$ cat src/rtl/bure_fetch_queue_if.sv
// Instruction/data memory port bundle; the fetch stage uses only the read side.
interface cg_memory_interface #(
  parameter int unsigned ADDR_WIDTH = 32,
  parameter int unsigned DATA_WIDTH = 32
);
  logic                  raddr_valid;
  logic                  raddr_ready;
  logic [ADDR_WIDTH-1:0] raddr;
  logic                  rdata_valid;
  logic                  rdata_ready;
  logic [DATA_WIDTH-1:0] rdata;
  logic                  wen;
  logic                  wdata_valid;
  logic [ADDR_WIDTH-1:0] waddr;
  logic [DATA_WIDTH-1:0] wdata;

  modport to_memory (
    output raddr_valid, raddr, rdata_ready, wen, wdata_valid, waddr, wdata,
    input  raddr_ready, rdata_valid, rdata
  );
endinterface

$ cat src/rtl/bure_fetch_queue.sv
// Instruction fetch stage: keeps several reads in flight, buffers returned
// instructions with their PCs in a FIFO, and drops stale data after a redirect.
module bure_fetch_queue #(
  parameter int unsigned          ADDR_WIDTH      = 32,
  parameter int unsigned          INSTR_WIDTH     = 32,
  parameter int unsigned          DATA_WIDTH      = 32,
  parameter int unsigned          DEPTH           = 4,
  parameter int unsigned          MAX_OUTSTANDING = 2,
  parameter logic [ADDR_WIDTH-1:0] RESET_PC       = '0
) (
  input  logic                         i_clk,
  input  logic                         i_rstn,
  cg_memory_interface.to_memory        if_imem,
  input  logic                         i_redirect,
  input  logic [ADDR_WIDTH-1:0]        i_redirect_pc,
  output logic                         o_instr_valid,
  output logic [INSTR_WIDTH-1:0]       o_instr,
  output logic [ADDR_WIDTH-1:0]        o_pc,
  input  logic                         i_instr_ready,
  output logic [$clog2(DEPTH+1)-1:0]   o_level
);
  localparam int unsigned LW = $clog2(DEPTH + 1);
  localparam int unsigned PW = $clog2(DEPTH);
  localparam int unsigned OW = $clog2(MAX_OUTSTANDING + 1);
  localparam int unsigned SW = LW + 1;
  localparam logic [ADDR_WIDTH-1:0] STEP = ADDR_WIDTH'(INSTR_WIDTH / 8);

  typedef enum logic [1:0] {S_IDLE, S_FETCH, S_DRAIN} state_t;

  state_t                 r_state, w_state_nxt;
  logic [ADDR_WIDTH-1:0]  r_req_pc, r_rsp_pc;
  logic [OW-1:0]          r_out_cnt, r_drop_cnt, w_out_after_rsp;
  logic [LW-1:0]          r_level;
  logic [PW-1:0]          r_wr_ptr, r_rd_ptr;
  logic [INSTR_WIDTH-1:0] r_mem_instr [DEPTH];
  logic [ADDR_WIDTH-1:0]  r_mem_pc    [DEPTH];
  logic [DATA_WIDTH-1:0]  w_rdata;
  logic                   w_raddr_valid, w_issue, w_rsp, w_redirect, w_push, w_pop;

  assign w_rdata         = if_imem.rdata;
  assign w_redirect      = i_redirect & (r_state != S_IDLE);
  assign w_rsp           = if_imem.rdata_valid & (r_out_cnt != '0);
  assign w_issue         = w_raddr_valid & if_imem.raddr_ready;
  assign w_push          = w_rsp & (r_state == S_FETCH) & ~w_redirect;
  assign w_pop           = o_instr_valid & i_instr_ready & ~w_redirect;
  assign w_out_after_rsp = r_out_cnt - OW'(w_rsp);

  assign if_imem.raddr_valid = w_raddr_valid;
  assign if_imem.raddr       = r_req_pc;
  assign if_imem.rdata_ready = 1'b1;
  assign if_imem.wen         = 1'b0;
  assign if_imem.wdata_valid = 1'b0;
  assign if_imem.waddr       = '0;
  assign if_imem.wdata       = '0;

  assign o_instr_valid = (r_level != '0);
  assign o_instr       = r_mem_instr[r_rd_ptr];
  assign o_pc          = r_mem_pc[r_rd_ptr];
  assign o_level       = r_level;

  always_ff @(posedge i_clk or negedge i_rstn) begin
    if (!i_rstn) r_state <= S_IDLE;
    else         r_state <= w_state_nxt;
  end

  // Requests only go out when both an in-flight slot and FIFO credit exist.
  always_comb begin
    w_state_nxt   = r_state;
    w_raddr_valid = 1'b0;
    unique case (r_state)
      S_IDLE:  w_state_nxt = S_FETCH;
      S_FETCH: w_raddr_valid = ~i_redirect
                             & (r_out_cnt < OW'(MAX_OUTSTANDING))
                             & ((SW'(r_level) + SW'(r_out_cnt)) < SW'(DEPTH));
      S_DRAIN: if (w_rsp && (r_drop_cnt == OW'(1))) w_state_nxt = S_FETCH;
      default: w_state_nxt = S_IDLE;
    endcase
    if (w_redirect) w_state_nxt = (w_out_after_rsp != '0) ? S_DRAIN : S_FETCH;
  end

  always_ff @(posedge i_clk or negedge i_rstn) begin
    if (!i_rstn) begin
      r_req_pc   <= RESET_PC;
      r_rsp_pc   <= RESET_PC;
      r_out_cnt  <= '0;
      r_drop_cnt <= '0;
    end else begin
      r_out_cnt <= w_out_after_rsp + OW'(w_issue);
      if (w_redirect) begin
        r_req_pc   <= i_redirect_pc;
        r_rsp_pc   <= i_redirect_pc;
        r_drop_cnt <= w_out_after_rsp;
      end else begin
        if (w_issue) r_req_pc <= r_req_pc + STEP;
        if (w_push)  r_rsp_pc <= r_rsp_pc + STEP;
        if (w_rsp && (r_state == S_DRAIN)) r_drop_cnt <= r_drop_cnt - OW'(1);
      end
    end
  end

  // Prefetch FIFO; a redirect empties it and overrides any pop in that cycle.
  always_ff @(posedge i_clk or negedge i_rstn) begin
    if (!i_rstn) begin
      r_wr_ptr <= '0;
      r_rd_ptr <= '0;
      r_level  <= '0;
      for (int unsigned i = 0; i < DEPTH; i++) begin
        r_mem_instr[i] <= '0;
        r_mem_pc[i]    <= RESET_PC;
      end
    end else if (w_redirect) begin
      r_wr_ptr <= '0;
      r_rd_ptr <= '0;
      r_level  <= '0;
    end else begin
      if (w_push) begin
        r_mem_instr[r_wr_ptr] <= INSTR_WIDTH'(w_rdata);
        r_mem_pc[r_wr_ptr]    <= r_rsp_pc;
        r_wr_ptr              <= r_wr_ptr + PW'(1);
      end
      if (w_pop) r_rd_ptr <= r_rd_ptr + PW'(1);
      if (w_push && !w_pop)      r_level <= r_level + LW'(1);
      else if (!w_push && w_pop) r_level <= r_level - LW'(1);
    end
  end
endmodule

$ cat src/flat_wrapper.sv
// flat-port wrapper written by rule: the top's interface ports become plain ports
module bure_fetch_queue_flat 
#(
  parameter int unsigned          ADDR_WIDTH      = 32,
  parameter int unsigned          INSTR_WIDTH     = 32,
  parameter int unsigned          DATA_WIDTH      = 32,
  parameter int unsigned          DEPTH           = 4,
  parameter int unsigned          MAX_OUTSTANDING = 2,
  parameter logic [ADDR_WIDTH-1:0] RESET_PC       = '0
)
  (i_clk, i_rstn, i_redirect, i_redirect_pc, o_instr_valid, o_instr, o_pc, i_instr_ready, o_level, if_imem_raddr_valid, if_imem_raddr, if_imem_rdata_ready, if_imem_wen, if_imem_wdata_valid, if_imem_waddr, if_imem_wdata, if_imem_raddr_ready, if_imem_rdata_valid, if_imem_rdata);
  cg_memory_interface #(.ADDR_WIDTH(ADDR_WIDTH), .DATA_WIDTH(DATA_WIDTH)) if_imem_i ();
  input  logic i_clk;
  input  logic i_rstn;
  input  logic i_redirect;
  input  logic [ADDR_WIDTH-1:0] i_redirect_pc;
  output logic o_instr_valid;
  output logic [INSTR_WIDTH-1:0] o_instr;
  output logic [ADDR_WIDTH-1:0] o_pc;
  input  logic i_instr_ready;
  output logic [$clog2(DEPTH+1)-1:0] o_level;
  output wire logic [$bits(if_imem_i.raddr_valid)-1:0] if_imem_raddr_valid;
  output wire logic [$bits(if_imem_i.raddr)-1:0] if_imem_raddr;
  output wire logic [$bits(if_imem_i.rdata_ready)-1:0] if_imem_rdata_ready;
  output wire logic [$bits(if_imem_i.wen)-1:0] if_imem_wen;
  output wire logic [$bits(if_imem_i.wdata_valid)-1:0] if_imem_wdata_valid;
  output wire logic [$bits(if_imem_i.waddr)-1:0] if_imem_waddr;
  output wire logic [$bits(if_imem_i.wdata)-1:0] if_imem_wdata;
  input wire logic [$bits(if_imem_i.raddr_ready)-1:0] if_imem_raddr_ready;
  input wire logic [$bits(if_imem_i.rdata_valid)-1:0] if_imem_rdata_valid;
  input wire logic [$bits(if_imem_i.rdata)-1:0] if_imem_rdata;
  assign if_imem_raddr_valid = if_imem_i.raddr_valid;
  assign if_imem_raddr = if_imem_i.raddr;
  assign if_imem_rdata_ready = if_imem_i.rdata_ready;
  assign if_imem_wen = if_imem_i.wen;
  assign if_imem_wdata_valid = if_imem_i.wdata_valid;
  assign if_imem_waddr = if_imem_i.waddr;
  assign if_imem_wdata = if_imem_i.wdata;
  assign if_imem_i.raddr_ready = if_imem_raddr_ready;
  assign if_imem_i.rdata_valid = if_imem_rdata_valid;
  assign if_imem_i.rdata = if_imem_rdata;
  bure_fetch_queue #(.ADDR_WIDTH(ADDR_WIDTH), .INSTR_WIDTH(INSTR_WIDTH), .DATA_WIDTH(DATA_WIDTH), .DEPTH(DEPTH), .MAX_OUTSTANDING(MAX_OUTSTANDING), .RESET_PC(RESET_PC)) u_core (.i_clk(i_clk), .i_rstn(i_rstn), .if_imem(if_imem_i), .i_redirect(i_redirect), .i_redirect_pc(i_redirect_pc), .o_instr_valid(o_instr_valid), .o_instr(o_instr), .o_pc(o_pc), .i_instr_ready(i_instr_ready), .o_level(o_level));
endmodule
$ cat config.mk
export PLATFORM = sky130hd
export DESIGN_NAME = bure_fetch_queue_flat
export DESIGN_NICKNAME = d
export VERILOG_FILES = /design/src/rtl/bure_fetch_queue_if.sv /design/src/rtl/bure_fetch_queue.sv /design/src/flat_wrapper.sv
export SDC_FILE = /design/constraint.sdc
export NUM_CORES = 1
export LEC_CHECK = 0
export CORE_ASPECT_RATIO = 1.75
export CORE_MARGIN = 2
export CORE_UTILIZATION = 39
export DETAILED_ROUTE_END_ITERATION = 6
export SLEW_MARGIN = 40
export SYNTH_ARGS = -nofsm -noshare
export SYNTH_HDL_FRONTEND = slang
export SYNTH_SLANG_ARGS = --single-unit
$ cat constraint.sdc
create_clock -name i_clk -period 6 [get_ports i_clk]
set_input_delay 0.9 -clock i_clk [delete_from_list [all_inputs] [get_ports i_clk]]
set_output_delay 0.9 -clock i_clk [all_outputs]
set_load 0.03 [all_outputs]
Word-level counts from Yosys, hierarchy flattened
Index checks and enable logic that the tools add are counted.

word-level totals
  flip-flop bits (word level) = 333

operators by class
  bitwise operators = 13
  eq/ne operators = 5
  add/subtract/negate cells = 10
  mux-type cells = 28
  order comparisons = 5
  reduce and logical (&&, ||, !) cells = 19

operators with widths
  operator               number
  $mux 32                9
  $bwmux 128             2
  $bmux 32 s2            2
  $add 32x3->32 const B  2
  $demux 32 s2           1
  $mux 2                 9
  $reduce_bool 2->1      7
  $and 1x1->1            9
  $mux 3                 3
  $ge 3x3->1 const B     2
  $not 2->3              2
  $pmux 2 s3             1
  $reduce_bool 3->1      2
  $logic_and 1x1->1      5
  $add 2x1->2 const B    2
  $add 3x2->4            1
  $eq 2x1->1 const B     2
  $lt 4x3->1 const B     1
  $reduce_and 2->1       2
  $add 3x1->3 const B    1
  $lt 3x1->1 const B     1
  $ne 3x1->1 const B     1
  $sub 3x1->3 const B    1
  $add 2x1->2            1
  other kinds (9)        11

Logic depth before layout (Yosys ltp)
  depth in word-level cells = 9
  gate-level depth with buffers = 10
  depth with buffers taken out = 8

Least setup slack after synthesis
No wires, ideal clock.

  path kind = input to register
  start = in i_redirect
  end = reg u_core.r_level[2], in the netlist u_core.o_level[2]
  stages = 10
  arrival = 3.124 ns
  required time = 5.922 ns
  slack = 2.798 ns
  buffers on the path = 3
  cell sequence = clkbuf_1 > o21ai_1 > clkbuf_1 > buf_1 > nand2_1 > ha_1 > fa_1 > xnor2_1 > or3_1 > a21oi_1

between the ends
  word-level cells in the longest chain between the ends = 7
  elaborated cells between the ends (all ways) = 11
  classes of those cells = mux: 2; bitwise: 4; reduce/logical: 5

RTL lines
  what                        line                     source
  start: declaration          flat_wrapper.sv:15       input logic i_redirect;
  $and 1x1->1 *               bure_fetch_queue.sv:41   assign w_redirect = i_redirect & (r_state != S_IDLE);
  $not 1->1 (no source line)  n/a
  $and 1x1->1                 bure_fetch_queue.sv:45   assign w_pop = o_instr_valid & i_instr_ready & ~w_redirect;
  $logic_not 1->1             bure_fetch_queue.sv:122  if (w_push && !w_pop) r_level <= r_level + LW'(1);
  $logic_and 1x1->1           bure_fetch_queue.sv:122
  $mux 3                      bure_fetch_queue.sv:122
  $mux 3                      bure_fetch_queue.sv:111  end else if (w_redirect) begin
  end signal: assignment      bure_fetch_queue.sv:122
  end signal: assignment      bure_fetch_queue.sv:123  else if (!w_push && w_pop) r_level <= r_level - LW'(1);
  end: declaration            bure_fetch_queue.sv:33   logic [LW-1:0] r_level;

Every way passes the cells marked *; elsewhere a longest branch is shown, timed or not.
A chain may end at the register's enable or synchronous reset.

Worst setup path in the final report
  start = reg u_core.r_rd_ptr[0]
  end = out o_pc[14]

between the ends
  word-level cells in the longest chain between the ends = 4

RTL lines
  what                                         line                     source
  start: declaration                           bure_fetch_queue.sv:34   logic [PW-1:0] r_wr_ptr, r_rd_ptr;
  start signal: assignment                     bure_fetch_queue.sv:121  if (w_pop) r_rd_ptr <= r_rd_ptr + PW'(1);
  $not 2->3 (not written as such)              bure_fetch_queue.sv:58   assign o_pc = r_mem_pc[r_rd_ptr];
  $bmux 32 s2                                  bure_fetch_queue.sv:58
  $mux 32 (not written as such) (2 in series)  bure_fetch_queue.sv:58
  end: declaration                             flat_wrapper.sv:19       output logic [ADDR_WIDTH-1:0] o_pc;

Every way passes these cells. The select of a mux whose other input is x is not followed.

==> results.json <==
{
  "status": "finished clean",
  "cts_tree": "done",
  "routed_via_density": 5.32,
  "syn_to_final_growth_pct": 19.7,
  "fin_worst_skew_ps": 17.7,
  "ys_ff_latch": 331,
  "gr-total-overflow": 0,
  "grt_max_degree": 130,
  "clk_latency_ps": 530,
  "nFillCells": 3566,
  "crit_type": "flip-flop to output port",
  "final-max-slew-violation-count": 0,
  "synth_top_family_by_area": "multiplexers",
  "grt_pass1_vias": 10500,
  "path_clk_slew_ps": 60,
  "rsz0062_at_grt": "no",
  "start_kind": "flip-flop",
  "p_per_area_mw_per_mm2": 561,
  "fin_crit_sh": 0.661,
  "mostFrequentLayoutCell": "dfrtp_1",
  "crit_fanout": 29,
  "gp_congestion": 0.791,
  "synthFlopType": "dfrtp_1",
  "hold_class": "input port to async pin",
  "postSynthAreaPerCell_um2": 13.6,
  "yosysWarnings": 0,
  "row_count": 97,
  "globalRouteTotalUtil": 0.178,
  "hpwl_um": 24000,
  "postCtsHoldBufs": 0,
  "max-vdd-ir-drop_mv": 0.272,
  "synth_xor_area_frac": 0.0306,
  "post-place-ws_ps": 2170,
  "syn_area_mm2": 0.0157,
  "grt_pass1_wl_um": 58400,
  "layout_setup_ws_ps": 2030,
  "io_pins": 238,
  "synth_adder_area_share": 0.0100,
  "num_vias": 9666,
  "fmax_mhz": 252,
  "die_area_mm2": 0.0421,
  "tightestPinTransition_ps": 884,
  "synth_compound_area_frac": 0.0300,
  "die_w_um": 156,
  "cts-buffers-inserted": 35,
  "required_ps": 5100,
  "port_buffers": 170,
  "final_cell_mix": "dfrtp_1 (329), mux2_2 (257), clkdlybuf4s50_1 (169), conb_1 (67), mux4_2 (64)",
  "post_cts_resized": 0,
  "synth-simple-area-share": 0.0694,
  "worst_slew_margin_rel": 0.406,
  "hold_viol_final": 0,
  "clock_path_buffers": 3,
  "synth.distinct_cells": 48,
  "drc": 0,
  "setup_viol": 0,
  "maxCapViolCount": 0,
  "arrival_ps": 3070,
  "multi_input_area_mm2": 0.00688,
  "leakagePower_nw": 8.17,
  "postCtsSetupRepairBufs": 0,
  "regArea_mm2": 0.00829,
  "drt_pre_antenna_iters": 4,
  "drive_gt1_frac": 0.307,
  "syn_inst": 1158,
  "wirelength_um": 36800,
  "muxShareOfSynthArea": 0.276,
  "cp-end-kind": "output port",
  "initial_core_util": 0.394,
  "wl_per_cell_um": 20.3,
  "yosysSeqAreaShare": 0.526,
  "antenna_left": 0,
  "synth-edff-count": 0,
  "dr.first_iter.drc_count": 303,
  "clock_sinks": 331,
  "async_reset_ff_frac": 1.00,
  "cts_root_buf": "clkbuf_16",
  "nets": 1378,
  "antenna_found_initial": 1,
  "setup_tns_ps": 0,
  "core_area_mm2": 0.0399,
  "timing.final.crit_period_ps": 3970,
  "dieHeight_um": 270,
  "cts_max_level": 2
}
[through the flow]
stage / cell area (µm²) / cells / hold WS, ps / total power, mW / util
after floorplan: 16000 / 1223 / 474 / 6.80 / -
after global placement: 17600 / 1752 / 482 / 8.34 / 0.440
after detailed placement: 17700 / 1754 / 488 / 8.48 / 0.443
after CTS: 18800 / 1816 / 289 / 10.7 / 0.472
after global routing: 18900 / 1817 / 302 / 11.2 / 0.472
final: 18900 / 1817 / 287 / 10.6 / 0.472
[state kept, by name, indices dropped and copies added, names as in the netlist]
name                  flops
u_core.r_drop_cnt         2
u_core.r_rsp_pc          31
u_core.r_state            2
u_core.if_imem.raddr     31
u_core.r_rd_ptr           2
u_core.r_out_cnt          2
u_core.r_mem_instr      128
u_core.r_wr_ptr           2
u_core.o_level            3
u_core.r_mem_pc         128
[worst max-delay path: stages, from the launching register on]
cell             delay (ps)
dfrtp_4                 820
buf_4                   480
mux4_2                  610
clkdlybuf4s50_1         620
[where the power goes]
group	switching (mW)	leakage, nW	total (mW)	internal, mW
logic	2.24	3.41	4.42	2.18
registers	0.817	4.18	3.95	3.14
clock network	0.894	0.583	2.21	1.31
total	3.95	8.17	10.6	6.62
[per-layer routing]
metal | vias up | GRT usage | wire [µm]
met5 | - | 0 | 0
met4 | 0 | 0.0652 | 1160
met3 | 65 | 0.0258 | 1400
met2 | 257 | 0.332 | 20000
met1 | 4997 | 0.204 | 14200
li1 | 4347 | - | -
[Yosys cell counts (all sizes together) (5+ instances only)]
| cell | n | area (µm²) |
|---|---|---|
| or3 | 8 | 56.3 |
| nor2 | 44 | 165 |
| o31ai | 6 | 45.0 |
| a21oi | 52 | 260 |
| and4 | 8 | 71.3 |
| and3 | 14 | 87.6 |
| a31oi | 9 | 56.3 |
| nand3 | 22 | 110 |
| o21ai | 12 | 60.1 |
| inv | 13 | 48.8 |
| or4 | 5 | 37.5 |
| mux4 | 64 | 1440 |
| buf | 116 | 758 |
| xnor2 | 28 | 245 |
| clkbuf | 27 | 101 |
| dfrtp | 331 | 8280 |
| mux2 | 257 | 2890 |
| nand4 | 25 | 186 |
| xor2 | 27 | 236 |
| nor4 | 10 | 68.8 |
| ha | 11 | 138 |
| nor3 | 11 | 66.3 |
| nand2 | 34 | 138 |
| and2 | 8 | 50.1 |
[final timing paths]
check	from	endpoint	slack [ps]	cells past startpoint
min in group i_clk	u_core.r_mem_instr[34]$_DFFE_PN0P_	u_core.r_mem_instr[34]$_DFFE_PN0P_	500	1
max reg2reg	u_core.o_level[1]$_DFFE_PN0P_	u_core.if_imem.raddr[28]$_DFFE_PN0P_	3010	6
max in group asynchronous	i_rstn	u_core.r_mem_instr[71]$_DFFE_PN0P_	4610	2
min	i_rstn	u_core.if_imem.raddr[10]$_DFFE_PN0P_	290	1
min reg2reg	u_core.r_mem_instr[34]$_DFFE_PN0P_	u_core.r_mem_instr[34]$_DFFE_PN0P_	500	1
max	u_core.r_rd_ptr[0]$_DFFE_PN0P_	o_pc[14]	2030	3
[final cells by class]
cell class | instances | share of cell area
Sequential cell | 331 | 0.440
Antenna cell | 1 | 0.000133
Clock inverter | 12 | 0.00637
Multi-Input combinational cell | 736 | 0.365
Timing Repair Buffer | 179 | 0.0976
Tap cell | 495 | 0.0329
Clock buffer | 50 | 0.0559
Inverter | 13 | 0.00259
[cells by family after synthesis]
logic type / after synthesis
adder cells (fa/ha/maj): 12
AO/OA/AOI/OAI: 85
XOR/XNOR: 55
flip-flops: 331
AND/OR/NAND/NOR: 195
multiplexers: 322
other: 2
buffers and inverters: 156
Power figures use the tool's default switching activity.
==> RTL edit 1: new RTL, same flow settings <==
`ADDR_WIDTH` is set to 32 in 3 places; all go to 64.
--- a/src/rtl/bure_fetch_queue_if.sv
+++ b/src/rtl/bure_fetch_queue_if.sv
@@ -2,3 +2,3 @@
 interface cg_memory_interface #(
-  parameter int unsigned ADDR_WIDTH = 32,
+  parameter int unsigned ADDR_WIDTH = 64,
   parameter int unsigned DATA_WIDTH = 32
--- a/src/rtl/bure_fetch_queue.sv
+++ b/src/rtl/bure_fetch_queue.sv
@@ -3,3 +3,3 @@
 module bure_fetch_queue #(
-  parameter int unsigned          ADDR_WIDTH      = 32,
+  parameter int unsigned          ADDR_WIDTH      = 64,
   parameter int unsigned          INSTR_WIDTH     = 32,
--- a/src/flat_wrapper.sv
+++ b/src/flat_wrapper.sv
@@ -3,3 +3,3 @@
 #(
-  parameter int unsigned          ADDR_WIDTH      = 32,
+  parameter int unsigned          ADDR_WIDTH      = 64,
   parameter int unsigned          INSTR_WIDTH     = 32,
Ports: changed (resized i_redirect_pc, if_imem_raddr, if_imem_waddr and o_pc); port bits go from 238 to 366. The function was not compared with the original's and may differ.
==> RTL edit 1 against the unedited design <==
Area after synthesis rose by 61%; sequential cell count rose by 192; global-route usage rose by 3.9 points; worst setup slack got worse by 200 ps; power rose by 55%; final area rose by 61%; sequential power rose by 53%; critical path depth rose by 2; routed wire length rose by 97%; largest cell class unchanged.
==> RTL edit 1: results (changes against the unedited design) <==
DRT Pass-1 Iters 6 (+2); post-synth cell types 57 (+19%); aggregate global-route resource usage 21.71% (+3.9 points); worst vdd ir 283.7 µV (+4.3%); multi-input gate count 1298 (+76%); Vias/cell 5.642 (+6.1%); Final Util 47.13% (-0.091 points); Final Wtd Congestion 0.8553 (+8.1%); crit-path max FO 12 (-59%); register area share after synthesis 51.64% (-0.95 points); layout cell share with drive strength beyond 1 27.96% (-2.7 points); Non-clock buffer share 10.14% (+0.39 points); antenna violations before repair 0 (-1); vias in the first global route 18360 (+76%); clk_lat worst skew 610 ps (+80 ps); multi-input combinational area share 37.26% (+0.78 points); CTS buffer count 50 (+43%); Slew @ Worst Pin 796.3 ps (-88.11 ps); largest net degree at the start of global routing 191 (+47%); status finished, final reports clean; Met1 Wirelength 28940 µm (+100%); Fillers 5767 (+62%); GR Layer Usage met2 37.69% (+4.5 points); Non-Clock Inverter Count 32 (+19); metal2 WL 36320 µm (+81%); met3 usage 3.174% (+0.59 points); nonclk buf count 294 (+64%); number of diodes 0 (-1); clock buffer count 74 (+48%); largest registers u_core.r_mem_pc x256, u_core.r_mem_instr x128; met3 WL 3682 µm (+160%); Initial DRC Count 1035 (+240%); Global Route met1 Usage 26.81% (+6.4 points); LEAKAGE 12.61 nW (+54%); Net Switching 6.408 mW (+62%)
-- RTL edit 1: logic make-up after synthesis --
| logic type | share of synthesized area, % |
|---|---|
| AOI/OAI and AO/OA | 4.819 |
| xor gates and xnor gates | 2.108 |
| adders and majority gates | 0.6221 |
| buffers and inverters | 5.455 |
| DFF | 51.64 |
| muxes | 25.75 |
| other | 0.02963 |
| and+or+nand+nor | 9.573 |
-- RTL edit 1: through the flow --
step / hold slack [ps] / instances / setup WS [ps]
3_3_place_gp: 483.0 / 2951 / 1779
5_1_grt: 376.3 / 3051 / 1640
6_report: 320.3 / 3051 / 1839
3_5_place_dp: 490.9 / 2955 / 1747
2_1_floorplan: 475.2 / 2079 / 2681
4_1_cts: 342.9 / 3047 / 1554
-- RTL edit 1: worst max-delay path by stage --
stage	from	to	depth (start not counted)	slack (ps)
after floorplan	i_redirect	u_core.o_level[2]	11	2680
after global placement	if_imem_rdata_valid	u_core.r_mem_instr[41]	8	1780
after detailed placement	i_redirect	u_core.if_imem.raddr[52]	6	1750
after CTS	u_core.r_rd_ptr[0]	o_pc[18]	3	1550
after global routing	i_redirect	if_imem_raddr_valid	5	1640
final	i_redirect	if_imem_raddr_valid	5	1840
-- RTL edit 1: power groups by stage --
stage / Clock (mW) / Combinational [mW] / Sequential (mW)
after floorplan: 0 / 4.48 / 5.80
after global placement: 0 / 6.89 / 6.02
after detailed placement: 0 / 7.03 / 6.12
after CTS: 3.39 / 7.06 / 6.06
after global routing: 3.52 / 7.47 / 6.22
final: 3.29 / 7.03 / 6.04
-- RTL edit 1: critical path: stages --
cell,delay (ps)
clkdlybuf4s50_1,660
nor4b_2,590
nand3_1,210
inv_1,160
clkdlybuf4s50_1,730
==> RTL edit 2: new RTL, same flow settings <==
Made on the original files. Encoding of `state_t`: now one-hot (3 bits for 3 states).
--- a/src/rtl/bure_fetch_queue.sv
+++ b/src/rtl/bure_fetch_queue.sv
@@ -27,3 +27,3 @@
 
-  typedef enum logic [1:0] {S_IDLE, S_FETCH, S_DRAIN} state_t;
+  typedef enum logic [2:0] {S_IDLE = 3'b001, S_FETCH = 3'b010, S_DRAIN = 3'b100} state_t;
 
Check against the original RTL: no difference found for any inputs over 4 cycles, from zero or initial values and one cycle with i_rstn low; so few cycles prove little.
==> RTL edit 2 against the unedited design <==
Power fell by 13%; area after synthesis rose by 7.5%; non-clock buffer count rose by 1; combinational power fell by 18%; routed wire length rose by 7.1%; worst setup slack got worse by 19 ps; final area rose by 5.5%; sequential cell count rose by 1; critical endpoint is now o_pc[12].
==> RTL edit 2: results (changes against the unedited design) <==
number of diodes 0 (-1); largest net degree at the start of global routing 116 (-11%); aggregate global-route resource usage 17.58% (-0.24 points); Final Wtd Congestion 0.8656 (+9.4%); Arr. time, crit path 3080 ps (about the same); Fillers 3797 (+6.5%); LEAKAGE 9.333 nW (+14%); DRT Pass-1 Iters 6 (+2); Peak Freq 0.2510 GHz (-0.47%); Seq pwr share 37.1% (-0.3 points); internal power 5.896 mW (-11%); worst vdd ir 239.4 µV (-12%); crit-path max FO 24 (-17%); most area-consuming cells after synthesis dfrtp_1 49%, mux2_4 21%, mux4_2 8.5%, buf_4 3.1%, xnor2_1 2.5%; pre-CTS setup slack 2165 ps (-4.230 ps); ys async rst share 100.0% (unchanged); vias in the first global route 10780 (+3.1%); register area share after synthesis 49.09% (-3.5 points); first-pass GRT wire length 62440 µm (+6.8%); WL/cell 20.74 µm (+2.4%); final net count 1393 (+1.1%); Logic pwr share 39.2% (-2.6 points); CTS H-Tree Depth 2 (unchanged); reg2reg setup slack 3330 ps (+320 ps); Layout Skew 18.45 ps (+0.7231 ps); Net Switching 3.307 mW (-16%); vias 9749 (+0.86%); layout cell share with drive strength beyond 1 31.11% (+0.45 points); status finished, final reports clean; Placed Area 18730 µm² (+6.0%); Slew @ Worst Pin 850.4 ps (-33.95 ps)
-- RTL edit 2: logic make-up after synthesis --
kind of cell,share of synthesized area (%)
other cells,0.04437
buf+inv,6.068
compound gates,2.491
xor+xnor,3.208
flops,49.09
mux,30.93
fa+ha+maj,0.9313
simple gates,7.236
-- RTL edit 2: final timing paths --
check | from | endpoint | depth (start not counted)
worst min register to register | u_core.r_mem_instr[15] | u_core.r_mem_instr[15] | 1
max in group asynchronous | i_rstn | u_core.r_mem_instr[67] | 3
worst min-delay path | i_rstn | u_core.r_mem_pc[6] | 1
worst max-delay path | u_core.r_rd_ptr[0] | o_pc[12] | 3
worst max register to register | u_core.r_state[0] | u_core.r_mem_instr[68] | 5
min in group i_clk | u_core.r_mem_instr[15] | u_core.r_mem_instr[15] | 1
-- RTL edit 2: cell type report --
type	instances	share of cell area, %
Clock buffer	47	5.043
Clock inverter	13	0.6414
Timing Repair Buffer	180	9.256
Multi-Input combinational cell	748	39.44
Sequential cell	332	41.80
Inverter	14	0.2641
Tap cell	566	3.559
-- RTL edit 2: per-stage QoR --
| step | utilization [%] | std cells | hold WS [ps] |
|---|---|---|---|
| after floorplan | - | 1229 | 473.8 |
| after global placement | 43.38 | 1837 | 482.2 |
| after detailed placement | 43.46 | 1838 | 487.3 |
| after CTS | 46.08 | 1898 | 288.9 |
| after global routing | 46.17 | 1900 | 308.7 |
| final | 46.17 | 1900 | 298.2 |
-- RTL edit 2: worst max-delay path, stage by stage, from the launching register on --
cell and delay, ps:
dfrtp_4 770, buf_4 520, mux4_2 620, clkdlybuf4s50_1 620
-- RTL edit 2: layer usage --
metal  vias to the layer above  GRT usage, %  wire [µm]
li1                       4329             -          -
met1                      5103         22.19      16310
met2                       264         31.01      20440
met3                        51         2.458       1594
met4                         2         5.678       1049
met5                         -             0         13
